### src/rtl/demux_pkg.sv
// Shared defaults and channel state encoding for the class-steered
// demultiplexer with per-channel backpressure.
package demux_pkg;

  localparam int DEF_DATA_W  = 12;
  localparam int DEF_CLASS_W = 2;
  localparam int DEF_CNT_W   = 8;

  localparam logic EMPTY = 1'b0;
  localparam logic HELD  = 1'b1;

  typedef enum logic {
    ST_EMPTY = EMPTY,
    ST_HELD  = HELD
  } chan_state_e;

endpackage

### src/rtl/demux_chan.sv
// One output channel: a single-word skid hold register in front of a
// registered output word and a one-cycle write strobe.
module demux_chan
  import demux_pkg::*;
#(
  parameter int DATA_W = DEF_DATA_W
) (
  input  logic              clk,
  input  logic              reset_L,
  input  logic              i_acc,
  input  logic [DATA_W-1:0] i_data,
  input  logic              i_pause,
  output logic              o_held,
  output logic              o_push,
  output logic [DATA_W-1:0] o_data
);

  chan_state_e       r_state;
  chan_state_e       w_state_nxt;
  logic [DATA_W-1:0] r_hold;
  logic [DATA_W-1:0] w_hold_nxt;
  logic [DATA_W-1:0] r_data;
  logic [DATA_W-1:0] w_data_nxt;
  logic              r_push;
  logic              w_push_nxt;

  // State, hold word, output word and strobe registers.
  always_ff @(posedge clk) begin
    if (!reset_L) begin
      r_state <= ST_EMPTY;
      r_hold  <= {DATA_W{1'b0}};
      r_data  <= {DATA_W{1'b0}};
      r_push  <= 1'b0;
    end else begin
      r_state <= w_state_nxt;
      r_hold  <= w_hold_nxt;
      r_data  <= w_data_nxt;
      r_push  <= w_push_nxt;
    end
  end

  // A held word always drains before the channel can accept again,
  // which is what keeps per-channel ordering intact.
  always_comb begin
    w_state_nxt = r_state;
    w_hold_nxt  = r_hold;
    w_data_nxt  = r_data;
    w_push_nxt  = 1'b0;
    case (r_state)
      ST_EMPTY: begin
        if (i_acc) begin
          if (i_pause) begin
            w_state_nxt = ST_HELD;
            w_hold_nxt  = i_data;
          end else begin
            w_push_nxt = 1'b1;
            w_data_nxt = i_data;
          end
        end else begin
          w_state_nxt = ST_EMPTY;
        end
      end
      ST_HELD: begin
        if (!i_pause) begin
          w_state_nxt = ST_EMPTY;
          w_push_nxt  = 1'b1;
          w_data_nxt  = r_hold;
        end else begin
          w_state_nxt = ST_HELD;
        end
      end
      default: begin
        w_state_nxt = ST_EMPTY;
      end
    endcase
  end

  assign o_held = (r_state == ST_HELD);
  assign o_push = r_push;
  assign o_data = r_data;

endmodule

### src/rtl/demux_bp.sv
// Class-steered demultiplexer: routes each input word to one of N_CH
// channels, either stalling the source or dropping when that channel is full.
module demux_bp
  import demux_pkg::*;
#(
  parameter  int DATA_W    = DEF_DATA_W,
  parameter  int CLASS_W   = DEF_CLASS_W,
  parameter  int DROP_MODE = 0,
  parameter  int CNT_W     = DEF_CNT_W,
  localparam int N_CH      = 2 ** CLASS_W
) (
  input  logic                   clk,
  input  logic                   reset_L,
  input  logic                   valid_in,
  input  logic [CLASS_W-1:0]     class_in,
  input  logic [DATA_W-1:0]      data_in,
  input  logic [N_CH-1:0]        pause,
  output logic                   ready_in,
  output logic [N_CH*DATA_W-1:0] data_out,
  output logic [N_CH-1:0]        push,
  output logic [CNT_W-1:0]       drop_cnt
);

  localparam logic [CNT_W-1:0] CNT_ONE = CNT_W'(1);
  localparam logic [CNT_W-1:0] CNT_MAX = {CNT_W{1'b1}};

  logic [N_CH-1:0]  w_held;
  logic [N_CH-1:0]  w_sel;
  logic             w_cls_held;
  logic             w_acc;
  logic             w_drop;
  logic [CNT_W-1:0] r_drop_cnt;

  assign w_cls_held = w_held[class_in];
  assign w_acc      = valid_in & ~w_cls_held;
  assign w_drop     = (DROP_MODE != 0) & valid_in & w_cls_held;
  assign ready_in   = (DROP_MODE != 0) ? 1'b1 : ~w_cls_held;

  // One-hot steering of an accepted word to its channel.
  always_comb begin
    w_sel = {N_CH{1'b0}};
    if (w_acc) begin
      w_sel[class_in] = 1'b1;
    end else begin
      w_sel = {N_CH{1'b0}};
    end
  end

  for (genvar g = 0; g < N_CH; g++) begin : g_chan
    demux_chan #(
      .DATA_W(DATA_W)
    ) u_chan (
      .clk    (clk),
      .reset_L(reset_L),
      .i_acc  (w_sel[g]),
      .i_data (data_in),
      .i_pause(pause[g]),
      .o_held (w_held[g]),
      .o_push (push[g]),
      .o_data (data_out[g*DATA_W +: DATA_W])
    );
  end

  // Saturating count of words discarded because their channel was full.
  always_ff @(posedge clk) begin
    if (!reset_L) begin
      r_drop_cnt <= {CNT_W{1'b0}};
    end else if (w_drop && (r_drop_cnt != CNT_MAX)) begin
      r_drop_cnt <= r_drop_cnt + CNT_ONE;
    end else begin
      r_drop_cnt <= r_drop_cnt;
    end
  end

  assign drop_cnt = r_drop_cnt;

endmodule

### config.mk
export PLATFORM = sky130hd
export DESIGN_NAME = demux_bp
export DESIGN_NICKNAME = d
export VERILOG_FILES = /design/src/rtl/demux_pkg.sv /design/src/rtl/demux_chan.sv /design/src/rtl/demux_bp.sv
export SDC_FILE = /design/constraint.sdc
export NUM_CORES = 1
export LEC_CHECK = 0
export ABC_AREA = 1
export CAP_MARGIN = 10
export CELL_PAD_IN_SITES_DETAIL_PLACEMENT = 0
export CELL_PAD_IN_SITES_GLOBAL_PLACEMENT = 2
export CORE_ASPECT_RATIO = 2
export CORE_MARGIN = 5
export CORE_UTILIZATION = 35
export DETAILED_ROUTE_END_ITERATION = 8
export DONT_BUFFER_PORTS = 1
export GPL_TIMING_DRIVEN = 1
export PLACE_DENSITY = 0.83
export SLEW_MARGIN = 20
export SYNTH_ARGS = -nofsm -noshare
export SYNTH_HDL_FRONTEND = slang
export SYNTH_SLANG_ARGS = --single-unit
### constraint.sdc
create_clock -name clk -period 2 [get_ports clk]
set_input_delay 0.6 -clock clk [delete_from_list [all_inputs] [get_ports clk]]
set_output_delay 0.6 -clock clk [all_outputs]
set_load 0.03 [all_outputs]
==> qor.yml <==
cts_inserted_buffers: 9
clkPwrFrac_pct: 41.3
cts.sinks: 104
ff2ff_setup_slack_ns: 0.44
routed_via_density: 4.86
drc: 0
synth_top_family_by_area: "simple AND/OR/NAND/NOR gates"
hold_path.class: "input pin to flop"
finalCriticalPeriod_ns: 1.74
cts_max_level: 3
powerDensity_mw_per_mm2: 870
syn_area_per_cell_um2: 7.12
cp.required_ns: 1.40
finClkSkew_ns: 0.00945
ys_seq_elements: 104
wl_per_cell_um: 17.2
rsz0062_at_grt: "no"
hp-start: "reset_L"
crit_path_end_kind: "primary output"
maxCapViolCount: 0
status: "completed"
p_switching_w: 0.00117
dr.pass1.iters: 4
insertion_delay_ns: 0.35
cts_setup_buffers: 0
grt.total_usage_pct: 17.0
internal_power_w: 0.00329
ant_nets: 0
core_mm2: 0.0137
antenna_cells: 0
cts_tree: "done"
yosys.area_share.simple_pct: 28.4
final_common_cell: "nand2_1"
via_count: 3984
route.met3.wl_um: 691
crit_fanout: 5
dpl.hpwl_um: 9560
highest_layer: "met4"
reg2reg_from: "g_chan[2].u_chan.o_held$_SDFF_PN0_"
first_iter_violations: 206
setup_tns_ns: 0
antenna_found_initial: 0
grt_max_degree: 52
dp_slack_ns: 0.173
gp_congestion: 0.771
yosys_warnings: 0
cp.arrival_ns: 1.14
synth_compound_area_share_pct: 15.3
synthXorXnorAreaFrac_pct: 0
leakage_nw: 2.24
fin_ws_ns: 0.264
die-area_mm2: 0.0164
crit_path_start_kind: "flop"
syn_inst: 681
cts_root_buffer: "clkbuf_16"
power_w: 0.00446
hold_viol: 0
nNetsFinal: 678
syn2layout_area_growth_pct: 5.83
synthAdderAreaFrac_pct: 0
critical_path_class: "flop to primary output"
holdPathStages: 2
ys_types: 23
final_cell_mix: "128 x nand2_1, 104 x dfxtp_1, 102 x nor2_1, 70 x inv_1, 63 x o21ai_0"
worstHoldEndpoint: "g_chan[3].u_chan.o_data[5]$_SDFFE_PN0P_"
critPathSlowestCell: "dfxtp_1"
die-width_um: 93.2
grt_pass1_wl_um: 20800
synthesis.area_mm2: 0.00485
start_util_pct: 35.3
synth.yosys.seq_area_share_pct: 43.0
r2r_cells: 6
drv_slew: 0
die_h_um: 176
drive_gt1_share_pct: 9.37
muxShareOfSynthArea_pct: 0
vdd_ir_drop_max_mv: 0.404
wirelength_um: 14100
fin_util_pct: 37.3
dp_cells: 803
clockBufferDepth: 2
clk_pin_slew_ns: 0.07
io_pins: 82
cts_resized: 0
pwr-share-comb_pct: 7.8
cp_slowest_stage_delay_ns: 0.35
final_cells: 819
first_global_vias: 3562
seqPwrFrac_pct: 50.9
r2r_end: "g_chan[3].u_chan.r_hold[0]$_SDFFE_PN0P_"
port-buffer-count: 0
setup_violations: 0
hold_buffers: 0
wl_met2_um: 7310
max_freq_mhz: 576
switching_share_pct: 26.2
overflow: 0
finalCritPeriodShare_pct: 86.8
crit_chain: "nand3_2 -> nand2_2 -> nor2_8"
wl_met1_um: 5950
fp-row-count: 61
-- metrics by stage --
step / area (um2) / hold WS [ns]
detailed placement: 4820 / 0.484
floorplan: 4870 / 0.462
CTS: 5130 / 0.357
finish: 5130 / 0.373
global placement: 4820 / 0.480
global route: 5130 / 0.355
-- final cells by class --
class,instances,area [um2]
Sequential cell,104,2080
Inverter,73,274
Timing Repair Buffer,16,120
Clock buffer,12,256
Multi-Input combinational cell,453,2150
Clock inverter,4,52.6
Tap cell,157,196
Fill cell,1519,8610
-- power groups by stage --
stage | sequential, W | clock [W] | combinational, W
2_1_floorplan | 0.00230 | 0 | 0.000315
3_3_place_gp | 0.00232 | 0 | 0.000348
3_5_place_dp | 0.00232 | 0 | 0.000352
4_1_cts | 0.00227 | 0.00189 | 0.000353
5_1_grt | 0.00228 | 0.00198 | 0.000395
6_report | 0.00227 | 0.00185 | 0.000347
-- critical path, delay by kind of cell (launching register included) --
family	cells	cell delay, ns
flip-flops	1	0.35
AND/OR/NAND/NOR	3	0.45
-- synthesized netlist by cell type --
cell	instances	area share (%)
buf_2	10	1.0
conb_1	1	0.077
nand4_4	4	1.8
nand2_1	128	9.9
dfxtp_1	104	43
buf_4	19	2.9
a21oi_1	52	5.4
and3_1	2	0.26
buf_1	1	0.077
o21ai_0	63	6.5
inv_2	3	0.23
nand2_4	1	0.23
nor2_1	102	7.9
buf_6	9	2.1
nand4_1	2	0.26
nor2_2	2	0.26
nor2_8	1	0.41
clkbuf_1	19	1.5
nand2_2	4	0.52
inv_1	70	5.4
o21ai_1	33	3.4
nand3_2	16	3.3
nand3_1	35	3.6
-- worst max-delay path by stage --
stage	slack (ns)	start	end	cells past startpoint
global route	0.23	g_chan[1].u_chan.o_held$_SDFF_PN0_	ready_in	3
detailed placement	0.17	class_in[0]	g_chan[3].u_chan.r_hold[0]$_SDFFE_PN0P_	6
floorplan	0.22	class_in[0]	g_chan[2].u_chan.r_hold[3]$_SDFFE_PN0P_	8
global placement	0.18	class_in[0]	g_chan[3].u_chan.r_hold[6]$_SDFFE_PN0P_	6
finish	0.26	g_chan[2].u_chan.o_held$_SDFF_PN0_	ready_in	3
CTS	0.26	g_chan[1].u_chan.o_held$_SDFF_PN0_	ready_in	3
-- cell families after synthesis --
kind of cell | count (synthesis)
and+or+nand+nor | 297
AOI/OAI and AO/OA | 148
buffers and inverters | 131
DFF | 104
other | 1
-- registers in the layout, indices dropped and copies added, names as in the netlist --
register              flops
g_chan.u_chan.r_hold     48
g_chan.u_chan.o_data     48
g_chan.u_chan.o_held      4
g_chan.u_chan.o_push      4
-- routing by layer --
metal | vias up | global-route usage, %
li1 | 2088 | -
met3 | 9 | 4.56
met1 | 1814 | 21.1
met5 | - | 0
met4 | 0 | 3.85
met2 | 73 | 29.3
No activity file was read; power rests on OpenSTA's default activity.
